`src/rtl/ladder_input_image_if.sv`:
```
// Scan-engine side of the input process image: snapshot handshake plus frozen image outputs.
interface ladder_input_image_if #(
  parameter int N_IN = 8
);
  logic            scan_req;
  logic            clr_overrun;
  logic            scan_ack;
  logic [N_IN-1:0] img;
  logic [N_IN-1:0] img_rise;
  logic [N_IN-1:0] img_fall;
  logic            img_valid;
  logic            overrun;
  logic [15:0]     scan_count;

  modport master (
    output scan_req, clr_overrun,
    input  scan_ack, img, img_rise, img_fall, img_valid, overrun, scan_count
  );

  modport slave (
    input  scan_req, clr_overrun,
    output scan_ack, img, img_rise, img_fall, img_valid, overrun, scan_count
  );
endinterface

```
`src/rtl/ladder_input_image.sv`:
```
// Input process image: polarity fix, 2-FF sync, per-bit debounce, and a frozen
// per-scan snapshot with one-scan rise/fall bits.
//   state  | meaning
//   S_IDLE | waiting for scan_req; image held
//   S_ACK  | snapshot just taken, scan_ack high this cycle
module ladder_input_image #(
  parameter int              N_IN            = 8,
  parameter int              DEBOUNCE_CYCLES = 16,
  parameter logic [N_IN-1:0] INVERT_MASK     = '0
) (
  input  logic                 i_clk,
  input  logic                 i_rst,
  input  logic [N_IN-1:0]      i_raw_in,
  ladder_input_image_if.slave  s_if
);
  localparam int CW = (DEBOUNCE_CYCLES > 2) ? $clog2(DEBOUNCE_CYCLES) : 1;
  localparam logic [CW-1:0] CNT_TC = CW'(DEBOUNCE_CYCLES - 1);

  typedef enum logic {S_IDLE, S_ACK} state_t;

  logic [N_IN-1:0] r_sync1;
  logic [N_IN-1:0] r_sync2;
  logic [N_IN-1:0] r_deb;
  logic [CW-1:0]   r_cnt [N_IN];

  state_t          r_state;
  logic            r_scan_ack;
  logic [N_IN-1:0] r_img;
  logic [N_IN-1:0] r_img_rise;
  logic [N_IN-1:0] r_img_fall;
  logic            r_img_valid;
  logic            r_overrun;
  logic [15:0]     r_scan_count;

  always_ff @(posedge i_clk) begin
    if (i_rst) begin
      r_sync1 <= '0;
      r_sync2 <= '0;
      r_deb   <= '0;
      for (int i = 0; i < N_IN; i++) r_cnt[i] <= '0;
    end else begin
      r_sync1 <= i_raw_in ^ INVERT_MASK;
      r_sync2 <= r_sync1;
      // any return to the accepted level restarts that bit's count
      for (int i = 0; i < N_IN; i++) begin
        if (r_sync2[i] == r_deb[i]) begin
          r_cnt[i] <= '0;
        end else if (r_cnt[i] == CNT_TC) begin
          r_deb[i] <= r_sync2[i];
          r_cnt[i] <= '0;
        end else begin
          r_cnt[i] <= r_cnt[i] + 1'b1;
        end
      end
    end
  end

  always_ff @(posedge i_clk) begin
    if (i_rst) begin
      r_state      <= S_IDLE;
      r_scan_ack   <= 1'b0;
      r_img        <= '0;
      r_img_rise   <= '0;
      r_img_fall   <= '0;
      r_img_valid  <= 1'b0;
      r_overrun    <= 1'b0;
      r_scan_count <= '0;
    end else begin
      case (r_state)
        S_IDLE: begin
          r_scan_ack <= 1'b0;
          if (s_if.clr_overrun) r_overrun <= 1'b0;
          if (s_if.scan_req) begin
            r_img        <= r_deb;
            r_img_rise   <= r_deb & ~r_img;
            r_img_fall   <= ~r_deb & r_img;
            r_img_valid  <= 1'b1;
            r_scan_count <= r_scan_count + 16'd1;
            r_scan_ack   <= 1'b1;
            r_state      <= S_ACK;
          end
        end
        S_ACK: begin
          r_scan_ack <= 1'b0;
          r_state    <= S_IDLE;
          // a request here is dropped; setting overrun wins over a clear
          if (s_if.scan_req)         r_overrun <= 1'b1;
          else if (s_if.clr_overrun) r_overrun <= 1'b0;
        end
        default: begin
          r_scan_ack <= 1'b0;
          r_state    <= S_IDLE;
        end
      endcase
    end
  end

  assign s_if.scan_ack   = r_scan_ack;
  assign s_if.img        = r_img;
  assign s_if.img_rise   = r_img_rise;
  assign s_if.img_fall   = r_img_fall;
  assign s_if.img_valid  = r_img_valid;
  assign s_if.overrun    = r_overrun;
  assign s_if.scan_count = r_scan_count;
endmodule

```
`src/flat_wrapper.sv`:
```
// flat-port wrapper written by rule: the top's interface ports become plain ports
module ladder_input_image_flat 
#(
  parameter int              N_IN            = 8,
  parameter int              DEBOUNCE_CYCLES = 16,
  parameter logic [N_IN-1:0] INVERT_MASK     = '0
)
  (i_clk, i_rst, i_raw_in, s_if_scan_req, s_if_clr_overrun, s_if_scan_ack, s_if_img, s_if_img_rise, s_if_img_fall, s_if_img_valid, s_if_overrun, s_if_scan_count);
  ladder_input_image_if #(.N_IN(N_IN)) s_if_i ();
  input  logic i_clk;
  input  logic i_rst;
  input  logic [N_IN-1:0] i_raw_in;
  input wire logic [$bits(s_if_i.scan_req)-1:0] s_if_scan_req;
  input wire logic [$bits(s_if_i.clr_overrun)-1:0] s_if_clr_overrun;
  output wire logic [$bits(s_if_i.scan_ack)-1:0] s_if_scan_ack;
  output wire logic [$bits(s_if_i.img)-1:0] s_if_img;
  output wire logic [$bits(s_if_i.img_rise)-1:0] s_if_img_rise;
  output wire logic [$bits(s_if_i.img_fall)-1:0] s_if_img_fall;
  output wire logic [$bits(s_if_i.img_valid)-1:0] s_if_img_valid;
  output wire logic [$bits(s_if_i.overrun)-1:0] s_if_overrun;
  output wire logic [$bits(s_if_i.scan_count)-1:0] s_if_scan_count;
  assign s_if_i.scan_req = s_if_scan_req;
  assign s_if_i.clr_overrun = s_if_clr_overrun;
  assign s_if_scan_ack = s_if_i.scan_ack;
  assign s_if_img = s_if_i.img;
  assign s_if_img_rise = s_if_i.img_rise;
  assign s_if_img_fall = s_if_i.img_fall;
  assign s_if_img_valid = s_if_i.img_valid;
  assign s_if_overrun = s_if_i.overrun;
  assign s_if_scan_count = s_if_i.scan_count;
  ladder_input_image #(.N_IN(N_IN), .DEBOUNCE_CYCLES(DEBOUNCE_CYCLES), .INVERT_MASK(INVERT_MASK)) u_core (.i_clk(i_clk), .i_rst(i_rst), .i_raw_in(i_raw_in), .s_if(s_if_i));
endmodule
```
`config.mk`:
```
export PLATFORM = sky130hd
export DESIGN_NAME = ladder_input_image_flat
export DESIGN_NICKNAME = d
export VERILOG_FILES = /design/src/rtl/ladder_input_image_if.sv /design/src/rtl/ladder_input_image.sv /design/src/flat_wrapper.sv
export SDC_FILE = /design/constraint.sdc
export NUM_CORES = 1
export LEC_CHECK = 0
export CAP_MARGIN = 10
export CORE_MARGIN = 2
export CORE_UTILIZATION = 40
export CTS_CLUSTER_DIAMETER = 60
export DETAILED_ROUTE_END_ITERATION = 12
export PLACE_DENSITY = 0.66
export SLEW_MARGIN = 20
export SYNTH_ARGS = -nofsm -noshare
export SYNTH_HDL_FRONTEND = slang
export SYNTH_SLANG_ARGS = --single-unit
```
`constraint.sdc`:
```
create_clock -name i_clk -period 2.5 [get_ports i_clk]
set_input_delay 0.375 -clock i_clk [delete_from_list [all_inputs] [get_ports i_clk]]
set_output_delay 0.375 -clock i_clk [all_outputs]
set_load 0.03 [all_outputs]
```
* Yosys cells after proc, flatten, opt, wreduce, memory -nomap -nowiden
Memory sizes are Yosys's and may differ from the RTL's.
Index checks and enable logic that the tools add are counted.
** Storage, ports and cells
- RAM bits :: 32
- Word-level logic and storage cells :: 208
- Flip-flop bits (word level) :: 67
- Output and inout bits :: 43
- Memories :: 1
- Input bits :: 12
** Operators by class
- Multiplexer cells :: 119
- Reductions and logical operators :: 9
- Equality and inequality tests :: 16
- Bitwise gates (word level) :: 37
- Add/sub/neg operators :: 9
** Memories
- u_core.r_cnt :: depth 8, bits a word 4, rd ports 8, clocked after Yosys merged registers in 0, write ports 8, line ladder_input_image.sv:24 : logic [CW-1:0] r_cnt [N_IN];
** Operators by type and width (number)
- $mux W4 :: 24
- $mux W1 :: 93
- $add A4 B1 Y4 const B :: 8
- $eq A4 B4 Y1 const B :: 8
- $or A1 B1 Y1 :: 24
- $reduce_and A2 Y1 :: 9
- $add A16 B1 Y16 const B :: 1
- $and A8 B8 Y8 :: 2
- $not A8 Y8 :: 2
- $not A1 Y1 :: 9
- $eq A1 B1 Y1 :: 8
- $pmux W1 S2 :: 2

* Longest topological paths before layout
- Depth after elaboration :: 7
- Gate-level depth with buffers :: 5
- Gate-level depth less buffers :: 5

* Least setup slack after synthesis
Ideal clock, no wire load.
- Path kind :: flip-flop to flip-flop
- Start point :: register u_core.r_scan_count[0], in the netlist u_core.s_if.scan_count[0]
- End point :: register u_core.r_scan_count[14], in the netlist u_core.s_if.scan_count[14]
- Period minus slack after synthesis :: 1.603 ns
- Arrival :: 1.483 ns
- Cell stages (with the launch flop) :: 6
- Buffers on the path :: 0
- Required time :: 2.379 ns
- Setup slack :: 0.897 ns
- Library setup time :: 0.121 ns
- Cells stage by stage :: dfxtp_1 ha_1 nand3b_1 nor2_1 nand4_1 mux2_2
** Between the ends
- Cells in the longest elaborated chain, start to end :: 1
** Ends and longest elaborated chain
- start, declared :: line ladder_input_image.sv:33 : logic [15:0] r_scan_count;
- start signal, assigned :: line ladder_input_image.sv:78 : r_scan_count <= r_scan_count + 16'd1;
- $add A16 B1 Y16 :: line ladder_input_image.sv:78
Every way passes these cells.
A chain may end at the register's enable or synchronous reset.

* Worst setup path after layout
- Start point :: register u_core.r_scan_count[6], in the netlist u_core.s_if.scan_count[6]
- End point :: output port s_if_scan_count[6]
** RTL lines
- end, declared :: line flat_wrapper.sv:21 : output wire logic [$bits(s_if_i.scan_count)-1:0] s_if_scan_count;
No word-level cell between the ends.

==> key figures <==
Run status
  • Status: complete, no violations

Floorplanning
  • Die W: roughly 100 um
  • Site Rows: 36
  • Die area: between 10000 and 15000 sq um
  • Die height: slightly above 100 um
  • I/O pin cnt: 55
  • Initial core utilization: a little over 40%
  • Core area: 9730 sq um

Drt
  • DR iter-0 viols: 82
  • TritonRoute pass-1 iters: 4
  • WL/cell: 11.3 um
  • Detailed Route WL: between 6000 and 7000 um
  • Final ANT Viol Nets: 0
  • Vias: between 2000 and 3000
  • DR DRC count: 0
  • Routed vias/inst: between 4 and 5

Worst setup path
  • Crit-path max FO: 7
  • CP Buf/Inv Count: 1
  • CP peak stage delay: 720 ps
  • Crit path capture type: output pin
  • Worst setup SP type: flop
  • CP delay by family, top: buffers and inverters
  • CP required: between 2000 and 2500 ps
  • Cell Chain, Critical Path: clkdlybuf4s50_1
  • WS Path Type: flop to output pin
  • Arr. time, crit path: approximately 1500 ps
  • Slowest cell on the critical path: clkdlybuf4s50_1

Yosys
  • XOR/XNOR Fraction of Synth Area: 8.12%
  • Top cells by area, synth: dfxtp_1 (34%), edfxtp_1 (24%), nor2_1 (5.5%)
  • Number of synthesis warnings: 0
  • Synth Cell Area: between 3000 and 4000 sq um
  • Register area share after synthesis: between 50% and 60%
  • Largest family of logic cells by synthesized area: simple AND/OR/NAND/NOR gates
  • Ys flop type: dfxtp_1
  • Number of enable flip-flop cells after synthesis: 32
  • Mux contribution to synthesized area: 2.29%
  • Most frequent cell after synthesis: dfxtp_1
  • Leading area contributor after synthesis: dfxtp_1
  • Top-area cell type share of the netlist area: about a third
  • Synth Area in Compound Gates: 3.51%
  • #FFs+latches synth: between 90 and 100
  • Synth unique cells: 32
  • Syn Area/Cell: just over 10 sq um
  • Post-synth ARST share: 0%
  • Most frequent cells after synthesis: dfxtp_1 (67), nor2_1 (58), nand2_1 (39), edfxtp_1 (32), a21oi_1 (27)
  • Synth Instances: slightly below 400
  • Synth Area in Adders: 2.82%
  • Post-Synth Simple-Gate Area: between 20% and 30%

Placement
  • Placer Congestion: about 0.83
  • Port-buffer cells: 54
  • Dpl hpwl: approximately 4800 um

Global route
  • First-pass GRT wire length: approximately 12000 um
  • Largest net degree at the start of global routing: 38
  • Number of global-route vias before repair: approximately 2700
  • Initial antenna violation count: 0
  • Grt total ovfl: 0
  • Total GRT Usage: a little over an eighth

Timing
  • FMAX: approximately 0.52 GHz
  • Final Max Tran Viols: 0
  • Slew at the pin closest to its max-slew limit: between 600 and 700 ps
  • Hold Fails Final Rpt: 0
  • Setup_tns: 0 ps
  • RSZ-0062 raised after global routing: no
  • Fin crit period: about 1900 ps
  • Final Skew: 8.72 ps
  • Finish-stage setup viols: 0
  • Slew margin rel.: around 58%
  • Final period util: roughly 77%

Finish
  • Antenna Cells: 0
  • Layout cells sized above 1: about 5.3%
  • Nets@finish: approximately 490
  • Final core utilization: about half
  • Layout area overhead: 24.6%

Flow run
  • MaxCap Viol Count: 0

Clocking
  • Clk_lat worst skew: ~360 ps
  • CTS tree: done
  • Clock Root Buffer: clkbuf_8
  • H-tree Lvls: 3
  • Clock sinks: 99
  • CTS Buffer Depth: 2
  • Total CTS buffers: 9
  • Post-cts sizing count: 0
  • Reg clk slew, reported paths: 80 ps
  • Hold buffers post-CTS: 0
  • Setup bufs post-CTS: 0

Power
  • Worst vdd ir: ~240 uV
  • Static leakage: between 1.5 and 2 nW
  • Power density over the cells: about 590 nW/um^2

Worst hold path
  • Hold crit path type: flop to flop
per-stage QoR:
stage               cells  area (sq um)  power, mW  hold WS [ps]  setup WS (ps)
finish                608          4970       2.94           443            585
floorplan             416          4110       1.87           414            897
detailed placement    592          4770       1.92           427            512
global placement      592          4770       1.92           420            559
CTS                   608          4970       2.97           451            564
global route          608          4970       3.06           466            514
cells in the final DEF, fill, tap and decap left out, drive strengths merged, types with 13 or more instances in the layout:
| master | instances |
|---|---|
| dfxtp | 67 |
| clkdlybuf4s50 | 53 |
| a21oi | 27 |
| nor2 | 58 |
| nor2b | 17 |
| nand3 | 13 |
| nand2 | 39 |
| xnor2 | 18 |
| edfxtp | 32 |
| nand3b | 17 |
| conb | 32 |
| xor2 | 19 |
| clkbuf | 15 |
report_power, final:
| part | total (mW) | switching [mW] | internal (mW) | leakage, nW |
|---|---|---|---|---|
| logic | 0.157 | 0.0906 | 0.0663 | 0.877 |
| registers | 1.73 | 0.0281 | 1.70 | 0.874 |
| clock network | 1.05 | 0.506 | 0.547 | 0.104 |
| total | 2.94 | 0.625 | 2.31 | 1.85 |
cell type report:
| cell class | instances | area [sq um] |
|---|---|---|
| fill | 937 | 4760 |
| multi-input combinational | 294 | 1700 |
| tap | 133 | 166 |
| clock inverter | 1 | 30.0 |
| clock buffer | 15 | 176 |
| sequential | 99 | 2300 |
| timing repair buffer | 58 | 566 |
| inverter | 8 | 30.0 |
state kept, by name, indices dropped and copies added (netlist names):
| signal | count |
|---|---|
| u_core.r_cnt | 32 |
| u_core.r_sync1 | 8 |
| u_core.s_if.img | 8 |
| u_core.r_deb | 8 |
| u_core.r_sync2 | 8 |
| u_core.s_if.scan_count | 16 |
| u_core.s_if.overrun | 1 |
| u_core.s_if.img_rise | 8 |
| u_core.s_if.img_fall | 8 |
| u_core.r_state | 1 |
| u_core.s_if.img_valid | 1 |
worst register-to-register path, stage by stage, from the launching register on:
cell and delay [ps]:
dfxtp_1 410, ha_1 210, nand3b_1 200, nor2_1 220, nand4_1 120, mux2_2 280
cells by family (layout without fill, tap and decap cells):
| family | after synthesis | count (layout) |
|---|---|---|
| other | 1 | 32 |
| DFF | 99 | 99 |
| buffers and inverters | 23 | 82 |
| adders and majority gates | 9 | 9 |
| and+or+nand+nor | 179 | 179 |
| xor gates and xnor gates | 37 | 37 |
| AOI/OAI and AO/OA | 28 | 28 |
| muxes | 9 | 9 |
worst paths after layout:
check / start / slack [ps] / endpoint / cells after the start
setup / recovery: u_core.s_if.scan_count[6] / 580 / s_if_scan_count[6] / 1
hold / removal: u_core.r_sync1[6] / 440 / u_core.r_sync2[6] / 1
setup reg to reg: u_core.s_if.scan_count[0] / 940 / u_core.s_if.scan_count[14] / 5
hold reg to reg: u_core.r_sync1[6] / 440 / u_core.r_sync2[6] / 1
metal layers:
layer  track usage, %  wire length, um  vias up
li1                 -                -     1424
met1             16.4             3200     1275
met2             22.0             3190       57
met3             4.20              338       13
met4             5.50              132        0
met5                0                0        -
Power figures use the tool's default switching activity.
